$ cat src/rtl/mips_cpu_harvard_fetch.sv
// Instruction-fetch stage for the Harvard MIPS CPU: owns the PC, delay-slot
// sequencing, halt-on-jump-to-HALT_ADDR and misaligned-target fault detection.
module mips_cpu_harvard_fetch #(
  parameter logic [31:0] RESET_VECTOR = 32'hBFC00000,
  parameter logic [31:0] HALT_ADDR    = 32'h00000000
) (
  input  logic        clk,
  input  logic        reset,
  input  logic        clk_enable,
  input  logic        stall,
  input  logic        branch_taken,
  input  logic [31:0] branch_target,
  output logic [31:0] instr_address,
  input  logic [31:0] instr_readdata,
  output logic [31:0] instr_word,
  output logic        instr_valid,
  output logic [31:0] pc_current,
  output logic [31:0] pc_link,
  output logic        in_delay_slot,
  output logic        fetch_fault,
  output logic        active
);

  typedef enum logic [1:0] {
    RUN    = 2'd0,
    DELAY  = 2'd1,
    HALTED = 2'd2,
    FAULT  = 2'd3
  } state_t;

  state_t      state, state_next;
  logic [31:0] pc, pc_next;
  logic [31:0] pending_target, pending_next;
  logic        fault, fault_next;
  logic        running;
  logic        advance;

  assign running = (state == RUN) || (state == DELAY);
  assign advance = clk_enable & ~stall & running;

  always_ff @(posedge clk) begin
    if (reset) begin
      state          <= RUN;
      pc             <= RESET_VECTOR;
      pending_target <= 32'd0;
      fault          <= 1'b0;
    end else begin
      state          <= state_next;
      pc             <= pc_next;
      pending_target <= pending_next;
      fault          <= fault_next;
    end
  end

  always_comb begin
    state_next   = state;
    pc_next      = pc;
    pending_next = pending_target;
    fault_next   = fault;
    if (advance) begin
      unique case (state)
        RUN: begin
          if (!branch_taken) begin
            pc_next = pc + 32'd4;
          end else if (branch_target[1:0] == 2'b00) begin
            pending_next = branch_target;
            pc_next      = pc + 32'd4;
            state_next   = DELAY;
          end else begin
            // Misaligned target: freeze the PC on the offending branch.
            fault_next = 1'b1;
            state_next = FAULT;
          end
        end
        DELAY: begin
          // A branch sitting in the delay slot is deliberately ignored.
          if (pending_target == HALT_ADDR) begin
            pc_next    = HALT_ADDR;
            state_next = HALTED;
          end else begin
            pc_next    = pending_target;
            state_next = RUN;
          end
        end
        default: begin
          state_next = state;
        end
      endcase
    end
  end

  assign instr_address = pc;
  assign pc_current    = pc;
  assign pc_link       = pc + 32'd8;
  assign instr_word    = running ? instr_readdata : 32'd0;
  assign instr_valid   = advance;
  assign in_delay_slot = (state == DELAY);
  assign fetch_fault   = fault;
  assign active        = running;

endmodule

$ cat config.mk
export PLATFORM = sky130hd
export DESIGN_NAME = mips_cpu_harvard_fetch
export DESIGN_NICKNAME = d
export VERILOG_FILES = /design/src/rtl/mips_cpu_harvard_fetch.sv
export SDC_FILE = /design/constraint.sdc
export NUM_CORES = 1
export LEC_CHECK = 0
export CORE_ASPECT_RATIO = 0.9
export CORE_MARGIN = 1.5
export CORE_UTILIZATION = 45
export DETAILED_ROUTE_END_ITERATION = 8
export HOLD_SLACK_MARGIN = 0.06
export MAX_ROUTING_LAYER = met4
export PLACE_DENSITY = 0.95
export SLEW_MARGIN = 10
export SYNTH_ARGS = -nofsm -noshare
export SYNTH_HDL_FRONTEND = slang
export SYNTH_SLANG_ARGS = --single-unit
$ cat constraint.sdc
create_clock -name clk -period 3.7 [get_ports clk]
set_clock_uncertainty 0.05 [all_clocks]
set_input_delay 0.74 -clock clk [delete_from_list [all_inputs] [get_ports clk]]
set_output_delay 0.74 -clock clk [all_outputs]
set_load 0.01 [all_outputs]
# Yosys cells after proc, flatten, opt, wreduce, memory -nomap -nowiden
# Cells that the tools add are included.
totals:
  input_bits: 69
  wordCells: 31
  regBits: 67
  output_inout_bits: 132
op_classes:
  mux: 9
  bitwise_logic: 4
  n_addsub: 2
  reduce_logical: 9
  n_eq_ne: 3
op_table:
  columns: ["cell", "n"]
  rows:
  - ["two-way mux 32 bit", 4]
  - ["case mux 32 bit (2 select lines)", 1]
  - ["adder 32 x 3 -> 32 bit, second input constant", 1]
  - ["adder 32 x 4 -> 32 bit, second input constant", 1]
  - ["logical NOT 32 bit", 1]
  - ["AND reduction 4 bit", 2]
  - ["two-way mux 2 bit", 3]
  - ["AND reduction 3 bit", 2]
  - ["logical NOT 2 bit", 2]
  - ["case mux 2 bit (2 select lines)", 1]
  - ["!= test 3 x 2 -> 1 bit, second input constant", 1]
  - ["AND 1 bit", 2]
  - ["== test 2 x 1 -> 1 bit, second input constant", 1]
  - ["!= test 2 bit, second input constant", 1]
  - ["NOT 1 bit", 2]
  - ["nonzero test 2 bit", 1]
  - ["logical OR 1 bit", 1]

# Logic depth before layout (Yosys ltp)
depth:
  depth_word: 4
  ltp_mapped: 8
  depth_no_buf: 6

# Worst setup path after synthesis
# No wires, ideal clock.
synth_timing:
  path_kind: "register -> output"
  start: "register pc[4] (netlist: instr_address[4])"
  end: "output port pc_link[23]"
  setup_slack_ps: 834
  required_time_ps: 2910
  stages_incl_launch_ff: 9
  t_arrival_ps: 2076
  path_cell_list: "dfxtp_1 ha_1 buf_2 nand3_1 or3_1 buf_2 nor3_2 nand3_1 xnor2_1"
synth_between:
  elab_chain_len: 1
synth_rtl:
  columns: ["element", "line_no", "source"]
  rows:
  - ["start: declaration", "32", "logic [31:0] pc, pc_next;"]
  - ["start signal: assignment", "49", "pc <= pc_next;"]
  - ["adder 32 x 4 -> 32 bit", "94", "assign pc_link = pc + 32'd8;"]
  - ["end: declaration", "18", "output logic [31:0] pc_link,"]
# Every way passes these cells.

# Worst setup path after layout
layout_timing:
  start: "register pc[4] (netlist: instr_address[4])"
  end: "output port pc_link[27]"
# Same word-level chain as after synthesis.

==> run metrics <==
Hold Crit Class=flop to flop; Syn Inst Count=555; Max Slew Vio Count=0; Crit Path Class=flop to output port; HPWL Detailed=10800 µm; power density cells=295 nW/µm²; Seq pwr share=41.7%; vias in the first global route=4435; clock share of power=38.2%; share of layout cells above drive strength 1=7.82%; Register Area=1340 µm²; Die Y=94.1 µm; DR DRC count=0; P&R area growth vs syn=51.5%; Final Hold Fails=0; Die Width=104 µm; clk_lat worst skew=0.35 ns; Psw=0.506 mW; Via-to-Cell Ratio=5.72; RD Place Congestion=0.933; Post-Route WL=14300 µm; status=finished clean; Pint=1.35 mW; top-area cell type share of the netlist area=32.3%; sequential area share after synthesis=32.3%; Mean Syn Cell Area=7.48 µm²; CTS Root Cell=clkbuf_8; Starting Density=45.9%; Critical Path RT=2.91 ns; Syn Std Cell Area=4150 µm²; most frequent cell after synthesis=nand2_1; # fillers=682; maximum capacitance violations=0; number of synthesized flops with an enable pin=0; drt pass-1 iters=5; Comb power frac=20.2%; Yosys top cell by area=dfxtp_1; Final Cycle Share=96.1%; layout net count=782; H-tree depth=3; leading post-synthesis cells by cell area=dfxtp_1 (32%), nand2_1 (8.0%), buf_4 (6.5%); deepest clock path buffer count=2; global-route wire length before repair=22200 µm; Top FF cell, synth=dfxtp_1; HP Start=pending_target[0]; Static Leak=2.25 nW; TritonCTS clock tree=built; Routed WL per cell=17.0 µm; Max-slew headroom=38.8%; ys async rst share=0%; Ports=201; Post-Route Setup TNS=0 ns; setup violators final=0; post-synthesis register bit count=67; fin crit period=3.56 ns; GRT Total Usage=29.2%; vias=4791; Post-synth top cells=nand2_1 (88), dfxtp_1 (67), a21oi_1 (48); area taken by multi-input logic gates=2370 µm²; initial DRC count=422; core box area=9040 µm²; Yosys cell types=53; CTS sink cnt=67; CP startpoint=instr_address[4]; synth warn=0; Worst-path clk slew=0.08 ns; Pwr Total=1.85 mW; reg2reg start=state[1]; Routed Antenna Nets=0; total gr overflow=0; Site Rows=33; die area=9810 µm²; largest net degree at the start of global routing=38; Slew @ Worst Pin=0.910 ns; Max IR drop VDD=0.000157 V; Startpoint Class=flop; Switching Share=27.3%; ANT cells=0; Post-Syn Nets=626; WP data arrival=2.77 ns; RSZ-0062 raised after global routing=no; fmax=281 MHz; CP Capture Type=output port; initial antenna violation count=0; CTS buffer count=9; largest fanout on the critical path=6; I/O Buffers=200
## per-layer routing
metal,vias to the layer above,wire length (µm),track usage [%]
met5,-,0,-
met4,0,274,5.90
met3,39,1290,4.72
met2,339,7150,51.8
met1,2197,5550,35.2
li1,2216,-,-
## through the flow
| step | std cells | instance area (µm²) | hold WS (ns) | util, % | setup slack, ns |
|---|---|---|---|---|---|
| global route | 838 | 6290 | 0.461 | 69.5 | 0.0256 |
| global placement | 821 | 6030 | 0.414 | 66.7 | 0.476 |
| detailed placement | 821 | 6030 | 0.427 | 66.7 | 0.324 |
| CTS | 837 | 6270 | 0.427 | 69.3 | 0.00907 |
| floorplan | 555 | 4150 | 0.390 | - | 0.834 |
| finish | 838 | 6290 | 0.431 | 69.5 | 0.144 |
## timing repair
item	CTS	global route
buffers inserted	0	1
resized for setup	1	4
setup endpoints to repair	5	10
pin swaps	0	2
hold buffers	0	0
## power by group through the flow
stage	Combinational [mW]	Sequential [mW]	Clock, mW
floorplan	0.161	0.779	0
global placement	0.367	0.785	0
detailed placement	0.371	0.788	0
CTS	0.373	0.771	0.713
global route	0.399	0.775	0.754
finish	0.374	0.772	0.707
## final timing paths
kind / end / slack, ns / cells after the start
max: pc_link[27] / 0.14 / 7
min: instr_address[0] / 0.43 / 2
max reg2reg: instr_address[24] / 1.24 / 6
min reg2reg: instr_address[0] / 0.43 / 2
## cells by family after synthesis
group,after synthesis,synth area share [%]
AO/OA/AOI/OAI,109,16.4
XOR/XNOR,36,7.60
adder cells (fa/ha/maj),2,0.603
buffers and inverters,84,11.2
flip-flops,67,32.3
multiplexers,5,1.30
AND/OR/NAND/NOR,252,30.6
## sequential cells by signal, summed over array words and instances (netlist names)
name	flops
fetch_fault	1
instr_address	32
pending_target	32
state	2
## critical path, stage by stage, from the launching register on
cell	delay (ns)
dfxtp_1	0.41
ha_1	0.21
nand3_1	0.11
or3_4	0.44
nor3_4	0.34
nand2_1	0.13
xnor2_1	0.20
clkdlybuf4s50_1	0.57
## area by class of cell
class	instances	area share (%)
clock buffer	9	1.97
clock inverter	7	1.65
inverter	6	0.358
multi-input combinational	404	37.7
sequential	67	21.4
tap	122	2.43
timing repair buffer	223	34.5
## layout by cell type, fill, tap and decap left out, types with 3 or more instances in the layout
cell type and instances:
nor2b_1 33, inv_1 5, buf_4 23, nand2_1 88, a22oi_1 5, inv_6 5
nor3b_1 3, nand3_1 24, and3_1 3, nor3_1 11, clkbuf_8 9, clkdlybuf4s50_1 199
xor2_1 15, a211oi_1 4, and4_1 5, and2_1 6, dfxtp_1 65, nor4_1 10
a31oi_1 7, a221oi_1 14, a21oi_1 48, mux2_2 3, nand4_1 13, o21ai_0 15
xnor2_1 21, nor2_1 40
Power figures use the tool's default switching activity.
